### src/rtl/fp_conv_pkg.sv
// rtl/fp_conv_pkg.sv - shared default widths, limits and helpers for fp_convert_pipe
package fp_conv_pkg;

  localparam int IN_W_DEF  = 12;
  localparam int EXP_W_DEF = 3;
  localparam int SIG_W_DEF = 4;

  localparam int E_MAX = (1 << EXP_W_DEF) - 1;
  localparam logic [SIG_W_DEF-1:0] SAT_F = {SIG_W_DEF{1'b1}};

  function automatic int clog2(input int n);
    int r;
    r = 0;
    while ((1 << r) < n) r++;
    return r;
  endfunction

endpackage

### src/rtl/fp_lead_extract.sv
// rtl/fp_lead_extract.sv - leading-one detect, significand extraction and round bit
// Purely combinational; sits between the S1 and S2 registers of fp_convert_pipe.
module fp_lead_extract
  import fp_conv_pkg::*;
#(
  parameter int MAG_W = IN_W_DEF - 1,
  parameter int EXP_W = EXP_W_DEF,
  parameter int SIG_W = SIG_W_DEF
) (
  input  logic [MAG_W-1:0] mag,
  output logic [EXP_W-1:0] e_raw,
  output logic [SIG_W-1:0] f_raw,
  output logic             round_bit
);

  localparam int PW = clog2(MAG_W);

  logic [PW-1:0] p;
  logic [PW-1:0] sh;

  always_comb begin
    p = '0;
    for (int i = 0; i < MAG_W; i++) begin
      if (mag[i]) p = PW'(i);
    end
    sh = p - PW'(SIG_W - 1);
    if (p < PW'(SIG_W)) begin
      e_raw     = '0;
      f_raw     = mag[SIG_W-1:0];
      round_bit = 1'b0;
    end else begin
      // sh >= 1 here, so the first dropped bit sits just below the window
      e_raw     = EXP_W'(sh);
      f_raw     = SIG_W'(mag >> sh);
      round_bit = mag[sh - PW'(1)];
    end
  end

endmodule

### src/rtl/fp_convert_pipe.sv
// rtl/fp_convert_pipe.sv - 3-stage linear-to-floating-point converter with valid/ready stream
// Optional FP_CONVERT_STATUS_EN adds out_sat and the saturating sat_cnt counter.
module fp_convert_pipe
  import fp_conv_pkg::*;
#(
  parameter int IN_W  = IN_W_DEF,
  parameter int EXP_W = EXP_W_DEF,
  parameter int SIG_W = SIG_W_DEF
) (
  input  logic             clk,
  input  logic             rst_n,
  input  logic             in_valid,
  output logic             in_ready,
  input  logic [IN_W-1:0]  in_d,
  output logic             out_valid,
  input  logic             out_ready,
  output logic             out_s,
  output logic [EXP_W-1:0] out_e,
  output logic [SIG_W-1:0] out_f
`ifdef FP_CONVERT_STATUS_EN
  ,
  output logic             out_sat,
  output logic [7:0]       sat_cnt
`endif
);

  localparam int MAG_W = IN_W - 1;
  localparam logic [EXP_W-1:0] E_MAX_L = '1;

  logic             advance;
  logic             neg_max1_d;
  logic [MAG_W-1:0] mag1_d;
  logic             v1_q, s1_q, neg_max1_q;
  logic [MAG_W-1:0] mag1_q;

  logic [EXP_W-1:0] e_raw;
  logic [SIG_W-1:0] f_raw;
  logic             round_bit;
  logic             v2_q, s2_q, neg_max2_q, r2_q;
  logic [EXP_W-1:0] e2_q;
  logic [SIG_W-1:0] f2_q;

  logic [SIG_W:0]   f_sum;
  logic [SIG_W-1:0] f_rnd, f3_d;
  logic [EXP_W:0]   e_rnd;
  logic [EXP_W-1:0] e3_d;
  logic             sat3_d;

  assign advance  = out_ready || !out_valid;
  assign in_ready = advance;

  // The most-negative input has no positive twin; clamp it and force saturation later
  assign neg_max1_d = (in_d == {1'b1, {MAG_W{1'b0}}});
  assign mag1_d     = neg_max1_d ? {MAG_W{1'b1}}
                    : (in_d[IN_W-1] ? MAG_W'(-in_d) : in_d[MAG_W-1:0]);

  fp_lead_extract #(
    .MAG_W(MAG_W),
    .EXP_W(EXP_W),
    .SIG_W(SIG_W)
  ) u_lead_extract (
    .mag      (mag1_q),
    .e_raw    (e_raw),
    .f_raw    (f_raw),
    .round_bit(round_bit)
  );

  always_comb begin
    f_sum = {1'b0, f2_q} + {{SIG_W{1'b0}}, r2_q};
    f_rnd = f_sum[SIG_W-1:0];
    e_rnd = {1'b0, e2_q};
    if (f_sum[SIG_W]) begin
      f_rnd = {1'b1, {(SIG_W-1){1'b0}}};
      e_rnd = {1'b0, e2_q} + (EXP_W+1)'(1);
    end
    sat3_d = neg_max2_q || (e_rnd > {1'b0, E_MAX_L});
    e3_d   = sat3_d ? E_MAX_L : e_rnd[EXP_W-1:0];
    f3_d   = sat3_d ? {SIG_W{1'b1}} : f_rnd;
  end

  always_ff @(posedge clk or negedge rst_n) begin
    if (!rst_n) begin
      v1_q       <= 1'b0;
      s1_q       <= 1'b0;
      neg_max1_q <= 1'b0;
      mag1_q     <= '0;
      v2_q       <= 1'b0;
      s2_q       <= 1'b0;
      neg_max2_q <= 1'b0;
      r2_q       <= 1'b0;
      e2_q       <= '0;
      f2_q       <= '0;
      out_valid  <= 1'b0;
      out_s      <= 1'b0;
      out_e      <= '0;
      out_f      <= '0;
`ifdef FP_CONVERT_STATUS_EN
      out_sat    <= 1'b0;
`endif
    end else if (advance) begin
      v1_q       <= in_valid;
      s1_q       <= in_d[IN_W-1];
      neg_max1_q <= neg_max1_d;
      mag1_q     <= mag1_d;
      v2_q       <= v1_q;
      s2_q       <= s1_q;
      neg_max2_q <= neg_max1_q;
      r2_q       <= round_bit;
      e2_q       <= e_raw;
      f2_q       <= f_raw;
      out_valid  <= v2_q;
      out_s      <= s2_q;
      out_e      <= e3_d;
      out_f      <= f3_d;
`ifdef FP_CONVERT_STATUS_EN
      out_sat    <= sat3_d;
`endif
    end
  end

`ifdef FP_CONVERT_STATUS_EN
  always_ff @(posedge clk or negedge rst_n) begin
    if (!rst_n) begin
      sat_cnt <= 8'd0;
    end else if (out_valid && out_ready && out_sat && (sat_cnt != 8'hFF)) begin
      sat_cnt <= sat_cnt + 8'd1;
    end
  end
`endif

endmodule

### config.mk
export PLATFORM = sky130hd
export DESIGN_NAME = fp_convert_pipe
export DESIGN_NICKNAME = d
export VERILOG_FILES = /design/src/rtl/fp_conv_pkg.sv /design/src/rtl/fp_lead_extract.sv /design/src/rtl/fp_convert_pipe.sv
export SDC_FILE = /design/constraint.sdc
export NUM_CORES = 1
export LEC_CHECK = 0
export BUFFER_PORTS_ARGS = -buffer_cell sky130_fd_sc_hd__buf_2
export CORE_ASPECT_RATIO = 0.6
export CORE_MARGIN = 5
export CORE_UTILIZATION = 40
export DETAILED_ROUTE_END_ITERATION = 7
export MAX_ROUTING_LAYER = met4
export PLACE_DENSITY_LB_ADDON = 0.1
export SYNTH_ARGS = -nofsm -noshare
export SYNTH_HDL_FRONTEND = slang
export SYNTH_HIERARCHICAL = 1
export SYNTH_SLANG_ARGS = --single-unit
export TNS_END_PERCENT = 100
### constraint.sdc
create_clock -name clk -period 3.4 [get_ports clk]
set_input_delay 0.34 -clock clk [delete_from_list [all_inputs] [get_ports clk]]
set_output_delay 0.34 -clock clk [all_outputs]
set_load 0.005 [all_outputs]
==> run metrics <==
RSZ-0062 raised after global routing=false; via count=around 2,100; CTS buffer count=5; sequential area share after synthesis=0.366; Critical Path Fanout Max=14; # clock sinks=34; P_leak=1.20 nW; fin nets=around 330; WL final=around 5600 µm; CTS Buffer Depth=2; # resized after CTS=0; RePlAce Congestion=about 0.9; Die ar.=7480 µm²; worst slew pin tran=799 ps; DR iter-0 viols=133; dpl hpwl=4210 µm; post-route setup TNS=0 ps; post-synthesis async set-or-reset flop share=1.00; synth unique cells=57; diode count=0; Fmax=roughly 0.33 GHz; critical path endpoint category=flip-flop; CTS Root Cell=clkbuf_8; Slew headroom=0.463; Total Routing Usage GR=0.163; Core Rows=21; IR drop worst, VDD=0.251 mV; Mean Syn Cell Area=8.12 µm²; Final Power=approximately 2.1 mW; mapped cell area=approximately 2300 µm²; Comb pwr share=0.493; PortBufs=25; final hold slack=133 ps; worst-path cell chain=nor2b_1, a211o_1, and2_1, inv_4, ha_1, inv_1, o21ai_0, and2_1, o32ai_1, a22oi_1, o21ai_1, nand2_1, nand2_1; net switching power=slightly below 900 µW; CTS Hold Buffers Added=0; Final min period=roughly 3100 ps; Seq pwr share=0.342; first-pass GRT wire length=9650 µm; drt first pass iters=4; number of synthesized flops with an enable pin=0; synthesized flop and latch total=34; most frequent cells in the layout=54 x nand2_1, 37 x nor2_1, 34 x dfrtp_1; CP startpoint kind=flip-flop; Routed Antenna Nets=0; CP max-delay cell=dfrtp_1; clock-pin slew on the worst setup and hold paths=70 ps; setup violators final=0; Final Hold Violating Endpoints=0; Critical Path AT=3290 ps; Crit path required time=3620 ps; DR DRC count=0; die height=69.0 µm; cells after synthesis=286; Synth Flop Type=dfrtp_1; share of layout cells above drive strength 1=0.172; total gr overflow=0; run status=finished, final reports clean; Max Cap Viol=0; min-delay worst type=in2async; H-tree Lvls=2; crit path buf inv count=2; die width=108 µm; clock latency on the worst-skew pair=approximately 280 ps; yosys warns=6; CORE AREA=5600 µm²; Worst Skew=6.34 ps; Tcrit/Tclk final=0.903; largest net degree at the start of global routing=35; pwr/cell area=between 700 and 800 nW/µm²; commonest non-fill, non-tap cell in the layout=nand2_1; antenna violations before repair=0; internal power=roughly 1.2 mW; Crit Path Class=reg2reg; syn_nets=between 300 and 400; sw frac=0.421; TritonCTS clock tree=built; post-DR vias/cell=5.32; Area growth syn-to-layout=12.8%; cell family with most CP delay=compound AO/OA/AOI/OAI gates; Max Slew Vio Count=0; CP max stage delay=590 ps; post-CTS setup buffer count=0; DR WL/cell=14.4 µm; Clock Power Share=0.165; vias in the first global route=1,909; Initial Util=0.415; IO Pins=26
power groups by stage:
stage	Sequential [mW]	Clock [mW]	Combinational, mW
2_1_floorplan	0.674	0	0.791
3_3_place_gp	0.724	0	1.04
3_5_place_dp	0.725	0	1.03
4_1_cts	0.718	0.357	1.03
5_1_grt	0.744	0.373	1.17
6_report	0.718	0.345	1.03
layer usage:
layer | track usage | routed length (µm) | vias to the layer above
met5 | - | 0 | -
met4 | 0.0280 | 17 | 0
met3 | 0.0457 | 427 | 2
met2 | 0.201 | 2140 | 64
met1 | 0.260 | 3020 | 975
li1 | - | - | 1027
per-stage QoR:
step	setup WS [ps]	instance area (µm²)	instances	utilization
floorplan	792	2320	286	-
global placement	509	2510	381	0.449
detailed placement	396	2510	381	0.449
CTS	373	2620	389	0.468
global route	81.5	2620	389	0.468
finish	328	2620	389	0.468
state kept, by name (all words and copies together) (netlist names):
signal and cells:
e2_q 3, out_valid 1, neg_max1_q 1, s2_q 1
f2_q 4, mag1_q 11, v2_q 1, s1_q 1
out_s 1, r2_q 1, out_e 3, v1_q 1
out_f 4, neg_max2_q 1
Yosys cell counts (2+ instances only):
cell / n / area share
nor2b_1: 6 / 0.016
o41ai_2: 2 / 0.014
mux2i_1: 5 / 0.022
ha_1: 5 / 0.027
xnor2_1: 4 / 0.015
and3_1: 2 / 0.0054
a21o_1: 4 / 0.013
nor2_1: 37 / 0.060
or4_1: 2 / 0.0065
a221oi_1: 3 / 0.011
buf_6: 2 / 0.0097
and2_1: 3 / 0.0081
a21oi_1: 23 / 0.050
buf_2: 6 / 0.013
nor3_1: 5 / 0.011
o211ai_1: 4 / 0.013
o21ai_0: 8 / 0.017
nand3_1: 5 / 0.011
o21ai_1: 3 / 0.0065
o31ai_1: 3 / 0.0097
nand2b_1: 8 / 0.022
xor2_1: 8 / 0.030
dfrtp_1: 34 / 0.37
inv_1: 9 / 0.015
a22oi_1: 2 / 0.0065
nand2_1: 54 / 0.087
clkbuf_1: 8 / 0.013
a21oi_2: 2 / 0.0075
final timing paths:
path                            from        end  slack, ps  cells after the start
max in group asynchronous      rst_n       s1_q       2780                      1
min in group clk            in_valid       v1_q        270                      3
max                        mag1_q[8]    f2_q[3]        330                     13
min                            rst_n   out_f[0]        130                      1
min reg2reg                     v2_q  out_valid        460                      1
max reg2reg                mag1_q[8]    f2_q[3]        330                     13
area by class of cell:
class                           instances  area (µm²)
Clock buffer                            8         110
Timing Repair Buffer                   32         178
Inverter                               11        43.8
Multi-Input combinational cell        224        1340
Fill cell                             560        2980
Tap cell                               80         100
Sequential cell                        34         851
cells by family after synthesis:
kind of cell,synth area share
xor gates and xnor gates,0.0452
adders and majority gates,0.0269
muxes,0.0312
and+or+nand+nor,0.262
DFF,0.366
buffers and inverters,0.0576
AOI/OAI and AO/OA,0.211
worst register-to-register path, delay by kind of cell (launching register included):
kind                       cells  cell delay [ps]
and+or+nand+nor                5              820
adders and majority gates      1              380
AOI/OAI and AO/OA              5              860
DFF                            1              590
buffers and inverters          2              360
No activity file was read; power rests on OpenSTA's default activity.
